==> src/rtl/multi_debounce_counter.sv <==
// rtl/multi_debounce_counter.sv - per-channel debounced pushbutton up/down modulo counters with optional hold auto-repeat
module multi_debounce_counter #(
    parameter int CHANNELS    = 2,
    parameter int DB_BITS     = 11,
    parameter int CNT_W       = 4,
    parameter int MODULO      = 10,
    parameter int EDGE        = 0,
    parameter int REPEAT_EN   = 0,
    parameter int HOLD_CYCLES = 1024,
    parameter int RATE_CYCLES = 256
) (
    input  logic                      clk,
    input  logic                      reset,
    input  logic [CHANNELS-1:0]       button_in,
    input  logic [CHANNELS-1:0]       dir_up,
    input  logic [CHANNELS-1:0]       clear,
    output logic [CHANNELS*CNT_W-1:0] count,
    output logic [CHANNELS-1:0]       db_level,
    output logic [CHANNELS-1:0]       step,
    output logic [CHANNELS-1:0]       wrap
);
    // One counter serves both the initial hold delay and the repeat period.
    localparam int HR_MAX = (HOLD_CYCLES > RATE_CYCLES) ? HOLD_CYCLES : RATE_CYCLES;
    localparam int HR_W   = $clog2(HR_MAX);
    localparam logic [CNT_W-1:0] TOP = CNT_W'(MODULO - 1);

    logic [CHANNELS-1:0] s1_q, s2_q, db_q, db_dly_q;
    logic [DB_BITS-1:0]  db_cnt_q [CHANNELS];
    logic [HR_W-1:0]     hr_cnt_q [CHANNELS];
    logic [CHANNELS-1:0] fired_q;
    logic [CNT_W-1:0]    count_q  [CHANNELS];
    logic [CNT_W-1:0]    count_d  [CHANNELS];
    logic [CHANNELS-1:0] step_q, step_d, wrap_q, wrap_d;
    logic [CHANNELS-1:0] press, rel_ev, rep_fire, step_ev;

    // Synchronise raw buttons, run the stability counters and update the debounced level.
    always_ff @(posedge clk or posedge reset) begin
        if (reset) begin
            s1_q     <= '0;
            s2_q     <= '0;
            db_q     <= '0;
            db_dly_q <= '0;
            for (int i = 0; i < CHANNELS; i++) db_cnt_q[i] <= '0;
        end else begin
            s1_q     <= button_in;
            s2_q     <= s1_q;
            db_dly_q <= db_q;
            for (int i = 0; i < CHANNELS; i++) begin
                if (s1_q[i] != s2_q[i])
                    db_cnt_q[i] <= '0;
                else if (!db_cnt_q[i][DB_BITS-1])
                    db_cnt_q[i] <= db_cnt_q[i] + DB_BITS'(1);
                if (db_cnt_q[i][DB_BITS-1])
                    db_q[i] <= s2_q[i];
            end
        end
    end

    // Repeat fires after the hold delay, then once per rate period while still pressed.
    always_comb begin
        rep_fire = '0;
        for (int i = 0; i < CHANNELS; i++) begin
            rep_fire[i] = (REPEAT_EN != 0) && db_q[i] &&
                          (fired_q[i] ? (hr_cnt_q[i] == HR_W'(RATE_CYCLES - 1))
                                      : (hr_cnt_q[i] == HR_W'(HOLD_CYCLES - 1)));
        end
    end

    // Hold/rate counter and repeat-fired flag; both idle at zero while released or when repeat is disabled.
    always_ff @(posedge clk or posedge reset) begin
        if (reset) begin
            fired_q <= '0;
            for (int i = 0; i < CHANNELS; i++) hr_cnt_q[i] <= '0;
        end else begin
            for (int i = 0; i < CHANNELS; i++) begin
                if ((REPEAT_EN == 0) || !db_q[i]) begin
                    hr_cnt_q[i] <= '0;
                    fired_q[i]  <= 1'b0;
                end else if (rep_fire[i]) begin
                    hr_cnt_q[i] <= '0;
                    fired_q[i]  <= 1'b1;
                end else begin
                    hr_cnt_q[i] <= hr_cnt_q[i] + HR_W'(1);
                end
            end
        end
    end

    // A release that ends an auto-repeating press must not add one more step.
    assign press   = db_q & ~db_dly_q;
    assign rel_ev  = ~db_q & db_dly_q;
    assign step_ev = ((EDGE != 0) ? press : (rel_ev & ~fired_q)) | rep_fire;

    // Next count per channel: clear wins over a step, steps wrap at both ends of the range.
    always_comb begin
        count_d = count_q;
        step_d  = '0;
        wrap_d  = '0;
        for (int i = 0; i < CHANNELS; i++) begin
            if (clear[i]) begin
                count_d[i] = '0;
            end else if (step_ev[i]) begin
                step_d[i] = 1'b1;
                if (dir_up[i]) begin
                    if (count_q[i] == TOP) begin
                        count_d[i] = '0;
                        wrap_d[i]  = 1'b1;
                    end else begin
                        count_d[i] = count_q[i] + CNT_W'(1);
                    end
                end else begin
                    if (count_q[i] == '0) begin
                        count_d[i] = TOP;
                        wrap_d[i]  = 1'b1;
                    end else begin
                        count_d[i] = count_q[i] - CNT_W'(1);
                    end
                end
            end
        end
    end

    // Register counts together with their step and wrap pulses.
    always_ff @(posedge clk or posedge reset) begin
        if (reset) begin
            step_q <= '0;
            wrap_q <= '0;
            for (int i = 0; i < CHANNELS; i++) count_q[i] <= '0;
        end else begin
            step_q  <= step_d;
            wrap_q  <= wrap_d;
            count_q <= count_d;
        end
    end

    for (genvar g = 0; g < CHANNELS; g++) begin : g_out
        assign count[g*CNT_W +: CNT_W] = count_q[g];
    end

    assign db_level = db_q;
    assign step     = step_q;
    assign wrap     = wrap_q;
endmodule

==> config.mk <==
export PLATFORM = sky130hd
export DESIGN_NAME = multi_debounce_counter
export DESIGN_NICKNAME = d
export VERILOG_FILES = /design/src/rtl/multi_debounce_counter.sv
export SDC_FILE = /design/constraint.sdc
export NUM_CORES = 1
export LEC_CHECK = 0
export ABC_AREA = 1
export CORE_MARGIN = 2
export CORE_UTILIZATION = 40
export CTS_CLUSTER_DIAMETER = 200
export DETAILED_ROUTE_END_ITERATION = 8
export GPL_ROUTABILITY_DRIVEN = 0
export GPL_TIMING_DRIVEN = 0
export PLACE_DENSITY = 0.63
export SLEW_MARGIN = 20
export SYNTH_ARGS = -nofsm -noshare
export SYNTH_HDL_FRONTEND = slang
export SYNTH_SLANG_ARGS = --single-unit
export TNS_END_PERCENT = 20
==> constraint.sdc <==
create_clock -name clk -period 2.1 [get_ports clk]
set_input_delay 0.315 -clock clk [delete_from_list [all_inputs] [get_ports clk]]
set_output_delay 0.315 -clock clk [all_outputs]
set_load 0.005 [all_outputs]
==> flow_summary.toml <==
[power]
p_total_mw = 1.52
irDropWorstVdd_mv = 0.273
power.density_cell_area_nw_per_um2 = 570
static_leakage_nw = 1.29

[timing]
setup_viol = 0
grt_setup_unrepaired = "no"
fin_ws_ns = 0.501
final_max_slew_viol_count = 0
timing.final.crit_period_ns = 1.60
fmax_ghz = 0.626
max_slew_headroom = 0.675
worst_slew_pin_slew_ns = 0.485
post-route-period-util = 0.761
hold_slack_ns = 0.244
clock_tree_skew_after_final_layout_ns = 0.00477
timing_hold_violations_final = 0

[synth]
synth-edff-count = 0
synth.lib_cells_used.distinct = 26
synth.area.top_cells = "sky130_fd_sc_hd__dfrtp_1 47%, sky130_fd_sc_hd__nand2_1 13%, sky130_fd_sc_hd__inv_1 6.0%"
ys_top_cells_by_count = "77 x sky130_fd_sc_hd__nand2_1, 42 x sky130_fd_sc_hd__dfrtp_1, 36 x sky130_fd_sc_hd__inv_1, 34 x sky130_fd_sc_hd__nor2_1, 23 x sky130_fd_sc_hd__nand3_1"
synth_seq_area_share = 0.468
synth_ff_type = "sky130_fd_sc_hd__dfrtp_1"
netlist_area_um2 = 2240
synthCells = 287
avgSynthCellArea_um2 = 7.82
post-synth-top-area-cell = "sky130_fd_sc_hd__dfrtp_1"
yosys_register_bits = 42
synth_most_common_cell = "sky130_fd_sc_hd__nand2_1"
synth_nets = 305
ys_async_sr_fraction = 1.00
synth_top_area_share = 0.468
yosysWarnings = 0

[die]
design.die.area_um2 = 6230
chipHeight_um = 78.9
die_width_um = 78.9
floorplan.rows = 27
start_util = 0.410
core_area_um2 = 5470
boundaryPins = 22

[layout]
flow.area_growth_from_synthesis_pct = 18.5
design.final.nets = 334
insertedDiodeCount = 0
fin_util = 0.486
post_route_cells_drive_above_1_share = 0.0883
instances_no_fill = 389

[global_route]
grt_antenna_before_repair = 0
globalRouteTotalUtil = 0.145
pin_count_of_the_biggest_net_entering_global_routing = 35
grt_remaining_overflow = 0
grt_first_pass_wirelength_um = 7270
number_of_global_route_vias_before_repair = 1723

[clock_network]
cts_resized = 0
postCtsHoldBufs = 0
clkLatencyLatePin_ns = 0.29
ctsHtreeMaxLevel = 2
max-clock-path-buffers = 2
clock-root-buffer = "sky130_fd_sc_hd__clkbuf_8"
path_clk_slew_ns = 0.09
numCtsBuffers = 5
cts.sinks = 42
tritoncts = "yes"
post_cts_setup_buffer_count = 0

[critical_path]
endpoint_kind = "primary output"
timing.critical_path.from_type = "flop"
crit_slowest_cell = "sky130_fd_sc_hd__clkdlybuf4s50_1"
setup.worst_path.start = "count[4]$_DFFE_PP0P_"
worstPathRequired_ns = 1.78
crit_fanout = 6
reg2reg_start = "count[4]$_DFFE_PP0P_"
timing.critical_path.cells = "clkdlybuf4s50_1"
cp.arrival_ns = 1.28
cp.buffers_inverters = 1
cp_slowest_stage_delay_ns = 0.54
top_delay_family_on_crit_path = "buffers and inverters"
worst-setup-path-type = "flop to primary output"

[routing]
ant_nets = 0
drt_pass1_iterations = 4
total_via_count_in_the_routed_design = 1854
wire_length_per_cell_um = 10.4
post-route-drc-count = 0
via_per_inst = 4.77
wl_um = 4030
drt_iter0_markers = 100

[min_path]
min_path_type = "input port to async pin"

[placement]
count_of_placed_standard_cells_including_taps = 381
port_buffers = 21
preCtsSetupSlack_ns = 0.663
place.detailed.hpwl_um = 2940

[status]
run_status = "finished, final reports clean"

[job]
max_cap_violations = 0
[stage by stage]
| stage | TNS, ns | area (um2) |
|---|---|---|
| finish | 0 | 2660 |
| global route | 0 | 2660 |
| CTS | 0 | 2660 |
| detailed placement | 0 | 2560 |
| global placement | -3.59 | 2540 |
| floorplan | 0 | 2240 |
[layout by cell type (no fill, tap or decap), types with 2 or more instances in the layout]
cell / netlist / routed
sky130_fd_sc_hd__nor2_1: 34 / 34
sky130_fd_sc_hd__clkdlybuf4s50_1: 0 / 21
sky130_fd_sc_hd__nand2_1: 77 / 77
sky130_fd_sc_hd__dfrtp_1: 42 / 42
sky130_fd_sc_hd__nand3_1: 23 / 23
sky130_fd_sc_hd__inv_1: 36 / 35
sky130_fd_sc_hd__clkbuf_8: 0 / 5
sky130_fd_sc_hd__nand4_1: 10 / 10
sky130_fd_sc_hd__inv_2: 3 / 4
sky130_fd_sc_hd__nand3_2: 2 / 2
sky130_fd_sc_hd__ha_1: 10 / 10
sky130_fd_sc_hd__o21ai_0: 14 / 14
sky130_fd_sc_hd__buf_2: 3 / 3
sky130_fd_sc_hd__nor3_1: 2 / 2
sky130_fd_sc_hd__nor2_2: 6 / 6
sky130_fd_sc_hd__nor3b_1: 2 / 2
sky130_fd_sc_hd__a21oi_1: 11 / 11
sky130_fd_sc_hd__a21boi_0: 2 / 2
[path summary, 6_finish.rpt]
kind / end / cells after the start / slack (ns)
setup / recovery: count[4] / 1 / 0.50
hold / removal: count[7]$_DFFE_PP0P_ / 2 / 0.24
setup reg to reg: count[4]$_DFFE_PP0P_ / 8 / 0.69
min in group clk: db_dly_q[0]$_DFF_PP0_ / 0 / 0.40
max in group asynchronous: db_cnt_q[1]$_DFFE_PP0P_ / 3 / 1.42
hold reg to reg: db_dly_q[0]$_DFF_PP0_ / 0 / 0.40
[area by class of cell]
type	count	area, um2
fill	552	2810
sequential	42	1050
multi-input combinational	203	1030
timing repair buffer	22	230
inverter	39	146
tap	72	90.1
clock buffer	5	68.8
clock inverter	3	25.0
buffer	3	15.0
[kinds of logic after synthesis]
family / count (synthesis) / synth area share
adder cells (fa/ha/maj): 10 / 0.0557
AND/OR/NAND/NOR: 159 / 0.312
flip-flops: 42 / 0.468
AO/OA/AOI/OAI: 31 / 0.0736
XOR/XNOR: 3 / 0.0184
buffers and inverters: 42 / 0.0719
[per-layer routing]
metal  vias up  wire [um]  GRT usage  part of all wire
met3         6        167     0.0295             0.041
met4         0         62     0.0621             0.015
met1       828       1980      0.197              0.49
li1        974          -          -                 -
met5         -          0          0                 0
met2        46       1810      0.226              0.45
[power by group]
part	internal [mW]	leakage, nW	switching, mW	total [mW]
registers	0.830	0.573	0.0229	0.853
clock network	0.240	0.0447	0.300	0.540
logic	0.0489	0.670	0.0734	0.122
total	1.12	1.29	0.396	1.52
[registers in the layout, summed over array words and instances (netlist names)]
register  cells
s1_q          2
step          2
db_level      2
db_dly_q      2
count         8
db_cnt_q     22
wrap          2
s2_q          2
No activity file was read; power rests on OpenSTA's default activity.
